`config.mk`:
```
export PLATFORM = sky130hd
export DESIGN_NAME = oven_sequencer_flat
export DESIGN_NICKNAME = d
export VERILOG_FILES = /design/src/rtl/oven_sequencer_if.sv /design/src/rtl/oven_sequencer.sv /design/src/flat_wrapper.sv
export SDC_FILE = /design/constraint.sdc
export NUM_CORES = 1
export LEC_CHECK = 0
export ABC_AREA = 0
export ABC_CLOCK_PERIOD_IN_PS = 2900
export CAP_MARGIN = 20
export CORE_ASPECT_RATIO = 0.9
export CORE_UTILIZATION = 44
export DETAILED_ROUTE_END_ITERATION = 7
export PLACE_DENSITY = 0.64
export SYNTH_ARGS = -nofsm -noshare
export SYNTH_HDL_FRONTEND = slang
export SYNTH_SLANG_ARGS = --single-unit
```
`constraint.sdc`:
```
create_clock -name clk -period 2.9 [get_ports clk]
set_input_delay 0.435 -clock clk [delete_from_list [all_inputs] [get_ports clk]]
set_output_delay 0.435 -clock clk [all_outputs]
set_load 0.02 [all_outputs]
```
`src/rtl/oven_sequencer_if.sv`:
```
`default_nettype none
// ============================================================================
// Module   : oven_sequencer_if
// Brief    : Control/status bundle between the oven front panel and sequencer.
// Revision : 1.0  initial release
// ============================================================================
interface oven_sequencer_if;
    logic       start;
    logic       cancel;
    logic       adjust_req;
    logic [4:0] sel_time;
    logic [4:0] remaining;
    logic       heater_on;
    logic       alarm;
    logic       done;
    logic       busy;
    logic [1:0] disp_sel;
    logic       sec_tick;

    modport master (
        output start, cancel, adjust_req, sel_time,
        input  remaining, heater_on, alarm, done, busy, disp_sel, sec_tick
    );

    modport slave (
        input  start, cancel, adjust_req, sel_time,
        output remaining, heater_on, alarm, done, busy, disp_sel, sec_tick
    );
endinterface
`default_nettype wire

```
`src/rtl/oven_sequencer.sv`:
```
`default_nettype none
// ============================================================================
// Module   : oven_sequencer
// Brief    : Microwave cook sequencer: countdown, pause, alarm, clock adjust.
// Revision : 1.0  initial release
// ============================================================================
module oven_sequencer #(
    parameter int TICK_DIV   = 100000000,
    parameter int MAX_TIME   = 20,
    parameter int ALARM_SECS = 5
) (
    input  logic             clk,
    input  logic             reset,
    oven_sequencer_if.slave  bus
);

    localparam int                 c_PRE_W      = (TICK_DIV > 1) ? $clog2(TICK_DIV) : 1;
    localparam logic [c_PRE_W-1:0] c_PRE_LAST   = c_PRE_W'(TICK_DIV - 1);
    localparam logic [4:0]         c_MAX_TIME   = 5'(MAX_TIME);
    localparam logic [3:0]         c_ALARM_LAST = 4'(ALARM_SECS - 1);

    typedef enum logic [2:0] {
        c_IDLE   = 3'd0,
        c_ADJUST = 3'd1,
        c_COOK   = 3'd2,
        c_PAUSE  = 3'd3,
        c_ALARM  = 3'd4
    } state_t;

    state_t             r_state;
    logic [c_PRE_W-1:0] r_preCnt;
    logic [4:0]         r_remaining;
    logic [3:0]         r_alarmCnt;
    logic               r_done;

    logic               w_tick;
    logic [4:0]         w_load;
    logic [1:0]         w_dispSel;

    // A frozen count may sit on its last value in PAUSE; the tick is masked there.
    assign w_tick = (r_preCnt == c_PRE_LAST) && (r_state != c_PAUSE);
    assign w_load = (bus.sel_time > c_MAX_TIME) ? c_MAX_TIME : bus.sel_time;

    always_ff @(posedge clk or posedge reset) begin
        if (reset) begin
            r_state     <= c_IDLE;
            r_preCnt    <= '0;
            r_remaining <= '0;
            r_alarmCnt  <= '0;
            r_done      <= 1'b0;
        end else begin
            r_done <= 1'b0;
            if (r_state != c_PAUSE) begin
                r_preCnt <= w_tick ? '0 : r_preCnt + c_PRE_W'(1);
            end

            case (r_state)
                c_IDLE: begin
                    if (bus.adjust_req) begin
                        r_state <= c_ADJUST;
                    end else if (bus.start && (bus.sel_time != 5'd0)) begin
                        r_state     <= c_COOK;
                        r_remaining <= w_load;
                        r_preCnt    <= '0;
                    end
                end

                c_ADJUST: begin
                    if (!bus.adjust_req) begin
                        r_state <= c_IDLE;
                    end
                end

                c_COOK: begin
                    if (bus.cancel) begin
                        r_state     <= c_IDLE;
                        r_remaining <= '0;
                    end else if (bus.start) begin
                        r_state <= c_PAUSE;
                    end else if (w_tick) begin
                        if (r_remaining <= 5'd1) begin
                            r_remaining <= '0;
                            r_state     <= c_ALARM;
                            r_alarmCnt  <= '0;
                            r_done      <= 1'b1;
                        end else begin
                            r_remaining <= r_remaining - 5'd1;
                        end
                    end
                end

                c_PAUSE: begin
                    if (bus.cancel) begin
                        r_state     <= c_IDLE;
                        r_remaining <= '0;
                    end else if (bus.start) begin
                        r_state <= c_COOK;
                    end
                end

                c_ALARM: begin
                    if (bus.start || bus.cancel) begin
                        r_state    <= c_IDLE;
                        r_alarmCnt <= '0;
                    end else if (w_tick) begin
                        if (r_alarmCnt == c_ALARM_LAST) begin
                            r_state    <= c_IDLE;
                            r_alarmCnt <= '0;
                        end else begin
                            r_alarmCnt <= r_alarmCnt + 4'd1;
                        end
                    end
                end

                default: r_state <= c_IDLE;
            endcase
        end
    end

    always_comb begin
        w_dispSel = 2'b00;
        case (r_state)
            c_ADJUST:                  w_dispSel = 2'b01;
            c_COOK, c_PAUSE, c_ALARM:  w_dispSel = 2'b10;
            default:                   w_dispSel = 2'b00;
        endcase
    end

    assign bus.remaining = r_remaining;
    assign bus.heater_on = (r_state == c_COOK);
    assign bus.alarm     = (r_state == c_ALARM);
    assign bus.done      = r_done;
    assign bus.busy      = (r_state != c_IDLE);
    assign bus.disp_sel  = w_dispSel;
    assign bus.sec_tick  = w_tick;

endmodule
`default_nettype wire

```
`src/flat_wrapper.sv`:
```
// flat-port wrapper written by rule: the top's interface ports become plain ports
module oven_sequencer_flat 
#(
    parameter int TICK_DIV   = 100000000,
    parameter int MAX_TIME   = 20,
    parameter int ALARM_SECS = 5
)
  (clk, reset, bus_start, bus_cancel, bus_adjust_req, bus_sel_time, bus_remaining, bus_heater_on, bus_alarm, bus_done, bus_busy, bus_disp_sel, bus_sec_tick);
  oven_sequencer_if bus_i ();
  input  logic clk;
  input  logic reset;
  input wire logic [$bits(bus_i.start)-1:0] bus_start;
  input wire logic [$bits(bus_i.cancel)-1:0] bus_cancel;
  input wire logic [$bits(bus_i.adjust_req)-1:0] bus_adjust_req;
  input wire logic [$bits(bus_i.sel_time)-1:0] bus_sel_time;
  output wire logic [$bits(bus_i.remaining)-1:0] bus_remaining;
  output wire logic [$bits(bus_i.heater_on)-1:0] bus_heater_on;
  output wire logic [$bits(bus_i.alarm)-1:0] bus_alarm;
  output wire logic [$bits(bus_i.done)-1:0] bus_done;
  output wire logic [$bits(bus_i.busy)-1:0] bus_busy;
  output wire logic [$bits(bus_i.disp_sel)-1:0] bus_disp_sel;
  output wire logic [$bits(bus_i.sec_tick)-1:0] bus_sec_tick;
  assign bus_i.start = bus_start;
  assign bus_i.cancel = bus_cancel;
  assign bus_i.adjust_req = bus_adjust_req;
  assign bus_i.sel_time = bus_sel_time;
  assign bus_remaining = bus_i.remaining;
  assign bus_heater_on = bus_i.heater_on;
  assign bus_alarm = bus_i.alarm;
  assign bus_done = bus_i.done;
  assign bus_busy = bus_i.busy;
  assign bus_disp_sel = bus_i.disp_sel;
  assign bus_sec_tick = bus_i.sec_tick;
  oven_sequencer #(.TICK_DIV(TICK_DIV), .MAX_TIME(MAX_TIME), .ALARM_SECS(ALARM_SECS)) u_core (.clk(clk), .reset(reset), .bus(bus_i));
endmodule
```
**Word level (Yosys, flattened, before mapping)**

Index checks and enable logic that the tools add are counted.

- Magnitude comparators: 2
- Multiplexer cells: 41
- Reductions and logical operators: 12
- Equal/unequal tests: 23
- Add/subtract/negate cells: 3

Operators by type and width:

| operator | number |
|---|---|
| 27-bit 2-to-1 mux | 5 |
| 5-bit 2-to-1 mux | 8 |
| 3-bit 2-to-1 mux | 12 |
| 4-bit 2-to-1 mux | 7 |
| 27-bit by 1-bit adder with 27-bit output, second input constant | 1 |
| 27-bit equality test, second input constant | 1 |
| 3-bit case mux with 5 select lines | 1 |
| 5-bit case mux with 3 select lines | 1 |
| 6-bit AND reduction | 2 |
| 2-bit inequality test, second input constant | 5 |
| 3-bit by 2-bit inequality test with 1-bit output, second input constant | 3 |
| 4-bit by 3-bit inequality test with 1-bit output, second input constant | 2 |
| 4-bit case mux with 2 select lines | 1 |
| 7-bit AND reduction | 1 |
| 3-bit by 2-bit equality test with 1-bit output, second input constant | 2 |
| 2-bit by 1-bit inequality test with 1-bit output, second input constant | 3 |
| 3-bit by 1-bit inequality test with 1-bit output, second input constant | 2 |
| 3-bit inequality test, second input constant | 2 |
| 3-bit nonzero test | 2 |
| 5-bit > comparator, second input constant | 1 |
| 5-bit by 1-bit <= comparator with 1-bit output, second input constant | 1 |
| 1-bit 2-to-1 mux | 5 |
| 5-bit nonzero test | 1 |
| 5-bit by 1-bit subtractor with 5-bit output, second input constant | 1 |
| other kinds (10) | 11 |

- Register bits: 40
- Input port bits: 10
- Logic and storage cells: 86
- Output and inout bits: 12

**Logic depth before layout (Yosys ltp)**

Gate-level depths: netlist (run 1).

- Depth after elaboration: 7
- Gate-level depth with buffers: 8
- Mapped depth without buffers: 7

**Least setup slack after synthesis (run 1)**

Ideal clock, no wire load.

- Path kind: flip-flop to flip-flop
- Start: register u_core.r_preCnt[10]
- End: register u_core.r_remaining[0] (netlist: u_core.bus.remaining[0])
- Stages on the path, launching flop included: 6
- Data required time: 2.764 ns
- Period minus slack after synthesis: 2.042 ns
- Setup slack: 0.858 ns
- Arrival time: 1.906 ns
- Cells stage by stage: dfrtp_1 nor4b_1 nand4_1 nor3_2 o21ai_1 mux2i_1

- Cells in the longest elaborated chain, start to end: 4

Ends and longest elaborated chain:

| what | line | RTL |
|---|---|---|
| start: declaration | oven_sequencer.sv:31 | `logic [c_PRE_W-1:0] r_preCnt;` |
| start signal: assignment | oven_sequencer.sv:54 | `r_preCnt <= w_tick ? '0 : r_preCnt + c_PRE_W'(1);` |
| 27-bit equality test | oven_sequencer.sv:41 | `assign w_tick = (r_preCnt == c_PRE_LAST) && (r_state != c_PAUSE);` |
| 1-bit logical AND | oven_sequencer.sv:41 |  |
| named net bus_sec_tick | flat_wrapper.sv:22 | `output wire logic [$bits(bus_i.sec_tick)-1:0] bus_sec_tick;` |
| 3-bit by 2-bit inequality test with 1-bit output (no line) | -- |  |
| 6-bit AND reduction (no line) | -- |  |
| end signal: assignment | oven_sequencer.sv:63 | `r_remaining <= w_load;` |
| end signal: assignment | oven_sequencer.sv:87 | `r_remaining <= r_remaining - 5'd1;` |
| end: declaration | oven_sequencer.sv:32 | `logic [4:0] r_remaining;` |

The timed path passes the listed nets, and every way through them passes these cells.
A chain may end at the register's enable or synchronous reset.

**Final worst setup path (run 1)**

- Start: register u_core.r_state[2]
- End: output bus_sec_tick

- Cells in the longest elaborated chain, start to end: 2

Ends and longest elaborated chain:

| what | line | RTL |
|---|---|---|
| start: declaration | oven_sequencer.sv:30 | `state_t r_state;` |
| start signal: assignment | oven_sequencer.sv:46 | `r_state <= c_IDLE;` |
| start signal: assignment | oven_sequencer.sv:60 | `r_state <= c_ADJUST;` |
| start signal: assignment | oven_sequencer.sv:62 | `r_state <= c_COOK;` |
| 3-bit by 2-bit inequality test with 1-bit output | oven_sequencer.sv:41 |  |
| 1-bit logical AND | oven_sequencer.sv:41 |  |
| end: declaration | flat_wrapper.sv:22 |  |

No other way between the ends.

==> summary.md, run 1 <==
The tools report the setup violation total in the final timing report as 0. The reported max-cap violation count was 0; the cell count after synthesis was 260. The worst register-to-register path ends at u_core.r_preCnt[1]. In the final timing run, aggregate negative setup slack is 0 ns. TritonCTS built the clock tree. The flip-flop cell with the highest count after synthesis is sky130_fd_sc_hd__dfrtp_1. The clock insertion delay at the later pin of the skew report is 0.29 ns.

For the internal power component, the log shows 1.22 mW. The combinational cell fraction of total power is 0.406. The largest driver fanout on the critical path is 12, and the path depth of the worst reg2reg path is 5. Data arrives at the worst endpoint at 2.33 ns.

Remaining max-slew budget at the tightest pin: 0.507. The tree is rooted in a sky130_fd_sc_hd__clkbuf_8. The tools report the achievable clock frequency as 362 MHz. Proportion of synthesized flip-flops having asynchronous set or reset: 1.00. The max-slew violation total from the final report is 0. After synthesis, the most frequently instantiated cells are 40 x sky130_fd_sc_hd__dfrtp_1, 35 x sky130_fd_sc_hd__nor2_1, 18 x sky130_fd_sc_hd__nand2_1. On the final layout, the worst clock skew is 0.00906 ns.

The count of final hold-check violations is 0. The tools report the net switching component of the power as 0.785 mW. The sequential share of power is 0.402, and the total placed cells including tap cells is 343. The logs give 0.197 for the global router's overall resource usage and 4 for the total iterations of the first detailed-routing run. In the final design database the tool counted 298 nets. In this run the vertical extent of the chip is 72.0 µm.

The startpoint identified for the worst register-to-register timing path is u_core.r_state[2]. The initial core utilization is 0.456, and the final weighted congestion in routability-driven placement is 0.852. The count of buffers added on input and output ports is 21. The longest clock path from root to sink contains 2 buffers. Detailed-route wire length per cell: 14.7 µm.

The path class of the tightest hold or removal check is reg2reg. The static leakage is 1.14 nW. The setup path with the least slack is of type reg2out.

The detail-routed via count per cell came out at 5.66. The netlist uses 56 different library cells. The tools report the antenna diode instance count as 0.

Type of element capturing the critical path: an output pin. The sink of the worst hold path is u_core.r_alarmCnt[3]. The worst supply voltage drop on vdd came out at 0.425 mV.

The logs give 0 for the buffers inserted during post-CTS setup optimization and 3710 µm for the final HPWL from detailed placement. The synthesized area per cell is 9.22 µm². The floorplan step set the die width to 79.8 µm.

The run gives 2400 µm² as the combined area of all synthesized cells. Buffers inserted to repair hold after CTS numbered 0. Relative to the synthesized area, the layout overhead comes to 15.5%. The number of synthesis warnings came out at 0.

The net count after synthesis came out at 275. The run gives 25 as the row count. For this design the ratio of total power to cell area is 724 nW/µm². The finished layout holds 351 standard cells, fillers aside. The share of the synthesized area in the top cell type was 0.418. The final cycle utilization of the critical path was 0.953.

The logs give 41 for the pin count of the biggest net entering global routing and 0 for the number of gates resized after CTS. For the global-route wire length before repair, the log shows 8920 µm. The number of H-tree branching levels is 2. STA classifies the critical path startpoint as a flop.

The run gives 0 as the detailed-route DRC error count. The most used standard cell by instance count after synthesis was sky130_fd_sc_hd__dfrtp_1. The detail route stage leaves a number of antenna-violating nets equal to 0. The clock period could shrink to 2.76 ns.

22 I/O pins were placed. Fraction of final layout cells sized beyond drive strength 1: 0.0951. The final layout contains routed wiring with a total length of 5160 µm. Setup repair after global routing left no endpoint under its margin. After clock tree synthesis, the clock-pin slew on the worst setup and hold paths is 0.08 ns.

Ranked by total cell area, the synthesized netlist is headed by sky130_fd_sc_hd__dfrtp_1 42%, sky130_fd_sc_hd__nor2_1 5.5%, sky130_fd_sc_hd__xnor2_1 5.5%. STA puts the critical path data required time at 2.47 ns. The setup check on the worst reg-to-reg path leaves a slack of 0.56 ns.

The biggest area consumer among synthesized cells is sky130_fd_sc_hd__dfrtp_1. The number of cells on the worst hold path was 1. The part of the power in the clock network was 0.192; the proportion of synthesized chip area in sequential cells was 0.418. The number of global-route vias before repair is 1862, and the switching power as a share of total power is 0.392.

In this run the standard cell core region covers 5260 µm². The floorplan step defined a die boundary enclosing 5740 µm². For the overall via count from detail_route, the log shows 1988. The worst hold path begins at u_core.r_alarmCnt[3]. Slew at the pin closest to its max-slew limit: 0.731 ns. The tools report the timing startpoint of the critical path as u_core.r_state[2]. The logs give 0 for the initial antenna violation count and 170 for the first-iteration detailed-routing DRC count. The flow ran to the end, and the final reports show no timing, DRC or antenna violations.

For the total overflow reported by the global router, the log shows 0. For the clock net sink count, the log shows 40. The number of synthesized register bits is 40. The number of enable-type register cells in the synthesized netlist is 0.

In this run, CTS created clock tree buffers numbering 5.
[worst max-delay path: stages, from the launching register on]
cell and delay [ns]:
sky130_fd_sc_hd__dfrtp_1 0.56, sky130_fd_sc_hd__nand3b_2 0.33, sky130_fd_sc_hd__nand4_4 0.20, sky130_fd_sc_hd__nor3_2 0.30
sky130_fd_sc_hd__clkdlybuf4s50_1 0.66
[layer usage]
metal  routed length [µm]  global-route usage  part of all wire
met1                 2680               0.294              0.52
met4                   47              0.0476            0.0091
met3                  163              0.0340             0.032
met5                    0                   0                 0
met2                 2270               0.296              0.44
[kinds of logic (layout without fill, tap and decap cells)]
kind of cell	after synthesis	after routing	synth area share
muxes	4	4	0.0178
AOI/OAI and AO/OA	42	42	0.121
and+or+nand+nor	127	127	0.300
xor gates and xnor gates	22	22	0.0804
buffers and inverters	20	44	0.0366
DFF	40	40	0.418
adders and majority gates	5	5	0.0261
[worst max-delay path by stage]
stage                         endpoint  slack [ns]
2_1_floorplan  u_core.bus.remaining[0]        0.86
3_3_place_gp      u_core.r_alarmCnt[2]        0.31
3_5_place_dp      u_core.r_alarmCnt[2]        0.29
4_1_cts                   bus_sec_tick        0.16
5_1_grt                   bus_sec_tick        0.04
6_report                  bus_sec_tick        0.14
[area by class of cell]
class,instances,area (µm²)
flip-flops and latches,40,1000
fillers,488,2490
clock inverters,2,10.0
repair buffers,25,240
well taps,67,83.8
multi-input cells,200,1310
inverters,11,41.3
clock buffers,6,82.6
[flip-flops by register name, summed over array words and instances (netlist names)]
name	count
u_core.r_state	3
u_core.r_preCnt	27
u_core.bus.remaining	5
u_core.r_alarmCnt	4
u_core.bus.done	1
[placed cells by master (no fill, tap or decap), drive strengths merged, types with 4 or more instances in the layout]
cell           netlist  final
clkdlybuf4s50        0     21
nor4                 6      6
nand4               10     10
clkbuf               2      6
xor2                 7      7
o211ai               4      4
buf                  7      4
and4                 4      4
dfrtp               40     40
nor2                35     35
a21oi                7      7
nor3                13     13
nand2               18     18
or3                  7      7
inv                 11     11
o21ai               11     11
ha                   5      5
nand3               10     10
xnor2               15     15
[power groups by stage]
| stage | Clock [mW] | Sequential, mW | Combinational, mW |
|---|---|---|---|
| 2_1_floorplan | 0 | 0.797 | 0.570 |
| 6_report | 0.384 | 0.805 | 0.814 |
| 3_5_place_dp | 0 | 0.815 | 0.809 |
| 4_1_cts | 0.395 | 0.803 | 0.817 |
| 3_3_place_gp | 0 | 0.811 | 0.812 |
| 5_1_grt | 0.415 | 0.829 | 0.900 |
[per-stage QoR]
step / utilization / setup slack [ns] / cell area [µm²] / hold slack (ns) / power (mW)
after floorplan: - / 0.858 / 2400 / 0.451 / 1.37
after global placement: 0.509 / 0.311 / 2670 / 0.480 / 1.62
after detailed placement: 0.509 / 0.288 / 2670 / 0.492 / 1.62
after CTS: 0.526 / 0.155 / 2770 / 0.502 / 2.01
after global routing: 0.526 / 0.0449 / 2770 / 0.538 / 2.14
final: 0.526 / 0.136 / 2770 / 0.498 / 2.00
(Power assumes the default switching activity.)
==> run 2, diff against run 1 <==
--- a/config.mk
+++ b/config.mk
@@ -6,7 +6,7 @@
 export NUM_CORES = 1
 export LEC_CHECK = 0
 export ABC_AREA = 0
-export ABC_CLOCK_PERIOD_IN_PS = 2900
+export ABC_CLOCK_PERIOD_IN_PS = 2700
 export CAP_MARGIN = 20
 export CORE_ASPECT_RATIO = 0.9
 export CORE_UTILIZATION = 44
==> constraint.sdc (replaced) <==
create_clock -name clk -period 2.7 [get_ports clk]
set_input_delay 0.405 -clock clk [delete_from_list [all_inputs] [get_ports clk]]
set_output_delay 0.405 -clock clk [all_outputs]
set_load 0.02 [all_outputs]
==> summary.md, run 2 (synthesized netlist as in run 1, its figures left out) <==
The die is 72.0 µm tall. The internal portion of the total power is 1.33 mW. Data arrives at the worst endpoint at 2.16 ns.

Slowest cell on the critical path: sky130_fd_sc_hd__clkdlybuf4s50_1. The analysis attributes to net switching a power of 0.846 mW. The run gives 0.00662 ns as the final worst clock skew. Initial antenna violation count: 0. The signal on the critical path passes through ha_1 > and2_1 > nand4_4 > nor3_2 > clkdlybuf4s50_1. Summed over all layers, the routed wires come to 5140 µm. The routed design could run at a clock period as short as 2.57 ns.

0 antenna diodes ended up in the layout. The reported max-cap violation count came out at 0. Kind of critical path: reg2out. Once routing completed, OpenROAD measured the worst setup slack at 0.133 ns.

Summing all placed instances gives a cell area of 2700 µm². Detailed placement ended at an HPWL of 3770 µm. At the later pin of the worst-skew pair, clock insertion delay measures 0.29 ns. The fraction of final layout cells sized beyond drive strength 1 is 0.115. TritonCTS built the clock tree. The initial core utilization was 0.456.

Input and output buffers added on the ports amount to 21. The number of flip-flops under the largest register name was 27; the global router's overall resource usage was 0.202. The tools report the number of fill cells in the layout as 482.

The logs give 302 for the final net count and 1.16 nW for the static leakage. The tools report the part of the power in the clock network as 0.190. The total placed cells including tap cells came out at 346.

The most common cell after layout, fill and taps aside was sky130_fd_sc_hd__dfrtp_1. The required time of the critical path came out at 2.30 ns. The final cycle utilization of the critical path was 0.951; the detail-routed via count per cell was 5.67. In the final layout, the multi-input gates occupy 1320 µm². In the routed design, unresolved DRC markers number 0.

The first-iteration detailed-routing DRC count was 131. STA classifies the critical path startpoint as a flop. Excluding fillers, the count of instances in the completed layout stands at 355. The global-route wire length before repair was 9010 µm; the number of buffers between clock root and the deepest sink was 2. Based on the critical path, the design can be clocked at up to 390 MHz. The run gives 5260 µm² as the area of the placeable core. STA classifies the critical path endpoint as an output pin. The row count is 25, and the largest driver fanout on the critical path is 6.

The highest cell delay on the worst timing path came out at 0.64 ns. The setup violation total in the final timing report is 0, and the worst hold slack is 0.499 ns. The final weighted congestion in routability-driven placement is 0.870, and the count of final hold-check violations is 0. Most flop-heavy register: u_core.r_preCnt. The slew at the pin closest to its max-slew limit was 0.494 ns; the pin count of the biggest net entering global routing was 41. The logs give 1889 for the number of global-route vias before repair and 2 for the number of H-tree branching levels. The first TritonRoute pass finished after 4 iterations. The die covers 5740 µm². Clock tree synthesis inserted a total of 5 buffers.

The completed layout was analyzed and its total power is 2.18 mW. The clock edge transition at the registers on the reported setup and hold paths was 0.07 ns. For the utilization after layout, the log shows 0.535. The flow ran to the end, and the final reports show no timing, DRC or antenna violations.

In this run the power density over the cells is 776 nW/µm². The detail route stage leaves a number of antenna-violating nets equal to 0. The logs give 0.417 for the combinational cell fraction of total power and 1000 µm² for the register area.

After clock tree synthesis, the flow added hold-fix buffers numbering 0. The cell sitting at the root of the clock tree is a sky130_fd_sc_hd__clkbuf_8. The total overflow reported by the global router was 0; the total I/O pin count was 22. The worst supply voltage drop on vdd is 0.509 mV. The clock net in this run drives a total of 40 sinks. For the remaining max-slew budget at the tightest pin, the log shows 0.669. The detailed-route wire length per cell was 14.5 µm. Across all layers, the routed design uses 2012 vias. Worst setup slack after placement: 0.250 ns. The library cells used most frequently in the layout, excluding fill and tap cells, are 40 x sky130_fd_sc_hd__dfrtp_1, 35 x sky130_fd_sc_hd__nor2_1, 21 x sky130_fd_sc_hd__clkdlybuf4s50_1. In the final timing run, aggregate negative setup slack is 0 ns.

Summing all non-filler instances in the final layout gives an area of 2810 µm². For the max-slew violation total from the final report, the log shows 0. Setup repair after global routing left no endpoint under its margin. Measured along the x axis, the die boundary spans 79.8 µm. Relative to the synthesized area, the layout overhead comes to 17.2%. The class of the tightest hold or removal check was reg2reg.

The sequential share of power was 0.393; the switching power as a share of total power was 0.388.
## run 2: path summary, 6_finish.rpt
check	startpoint	end	slack, ns	cells past startpoint
max in group asynchronous	reset	u_core.r_preCnt[4]	1.83	3
hold reg to reg	u_core.r_alarmCnt[3]	u_core.r_alarmCnt[3]	0.50	1
setup reg to reg	u_core.r_preCnt[9]	u_core.r_preCnt[1]	0.39	6
min in group asynchronous	reset	u_core.r_preCnt[24]	0.53	3
hold / removal	u_core.r_alarmCnt[3]	u_core.r_alarmCnt[3]	0.50	1
setup / recovery	u_core.r_preCnt[0]	bus_sec_tick	0.13	5
## run 2: layout make-up
cell class | instances | area share
clock buffer | 6 | 0.0294
clock inverter | 2 | 0.00356
inverter | 11 | 0.0147
multi-input combinational | 200 | 0.470
sequential | 40 | 0.356
tap | 67 | 0.0298
timing repair buffer | 29 | 0.0962
## run 2: routing by layer
layer / wire (µm) / share of wire / vias to the layer above / global-route usage
met5: 0 / 0 / - / 0
met4: 69 / 0.013 / 0 / 0.0595
met3: 241 / 0.047 / 11 / 0.0566
met2: 2300 / 0.45 / 40 / 0.294
met1: 2520 / 0.49 / 968 / 0.293
li1: - / - / 993 / -
## run 2: power groups by stage
stage | clock [mW] | sequential [mW] | combinational [mW]
final | 0.414 | 0.857 | 0.908
after global routing | 0.457 | 0.879 | 1.01
after CTS | 0.427 | 0.856 | 0.915
after detailed placement | 0 | 0.867 | 0.912
after global placement | 0 | 0.866 | 0.911
after floorplan | 0 | 0.856 | 0.612
## run 2: timing repair
action | CTS | global route
pin swaps | 1 | 1
gates resized for setup | 0 | 2
setup endpoints to repair | 1 | 1
setup buffers | 1 | 0
## run 2: worst max-delay path, delay by kind of cell (launching register included)
family        cells  cell delay (ns)
buf+inv           1             0.64
flops             1             0.40
simple gates      3             0.66
fa+ha+maj         1             0.18
==> run 3, diff against run 2 <==
--- a/config.mk
+++ b/config.mk
@@ -5,11 +5,11 @@
 export SDC_FILE = /design/constraint.sdc
 export NUM_CORES = 1
 export LEC_CHECK = 0
-export ABC_AREA = 0
 export ABC_CLOCK_PERIOD_IN_PS = 2700
 export CAP_MARGIN = 20
 export CORE_ASPECT_RATIO = 0.9
 export CORE_UTILIZATION = 44
+export CTS_CLUSTER_SIZE = 30
 export DETAILED_ROUTE_END_ITERATION = 7
 export PLACE_DENSITY = 0.64
 export SYNTH_ARGS = -nofsm -noshare
==> results of run 3 <==
The final DEF is identical to that of run 2; final timing and power are the same.
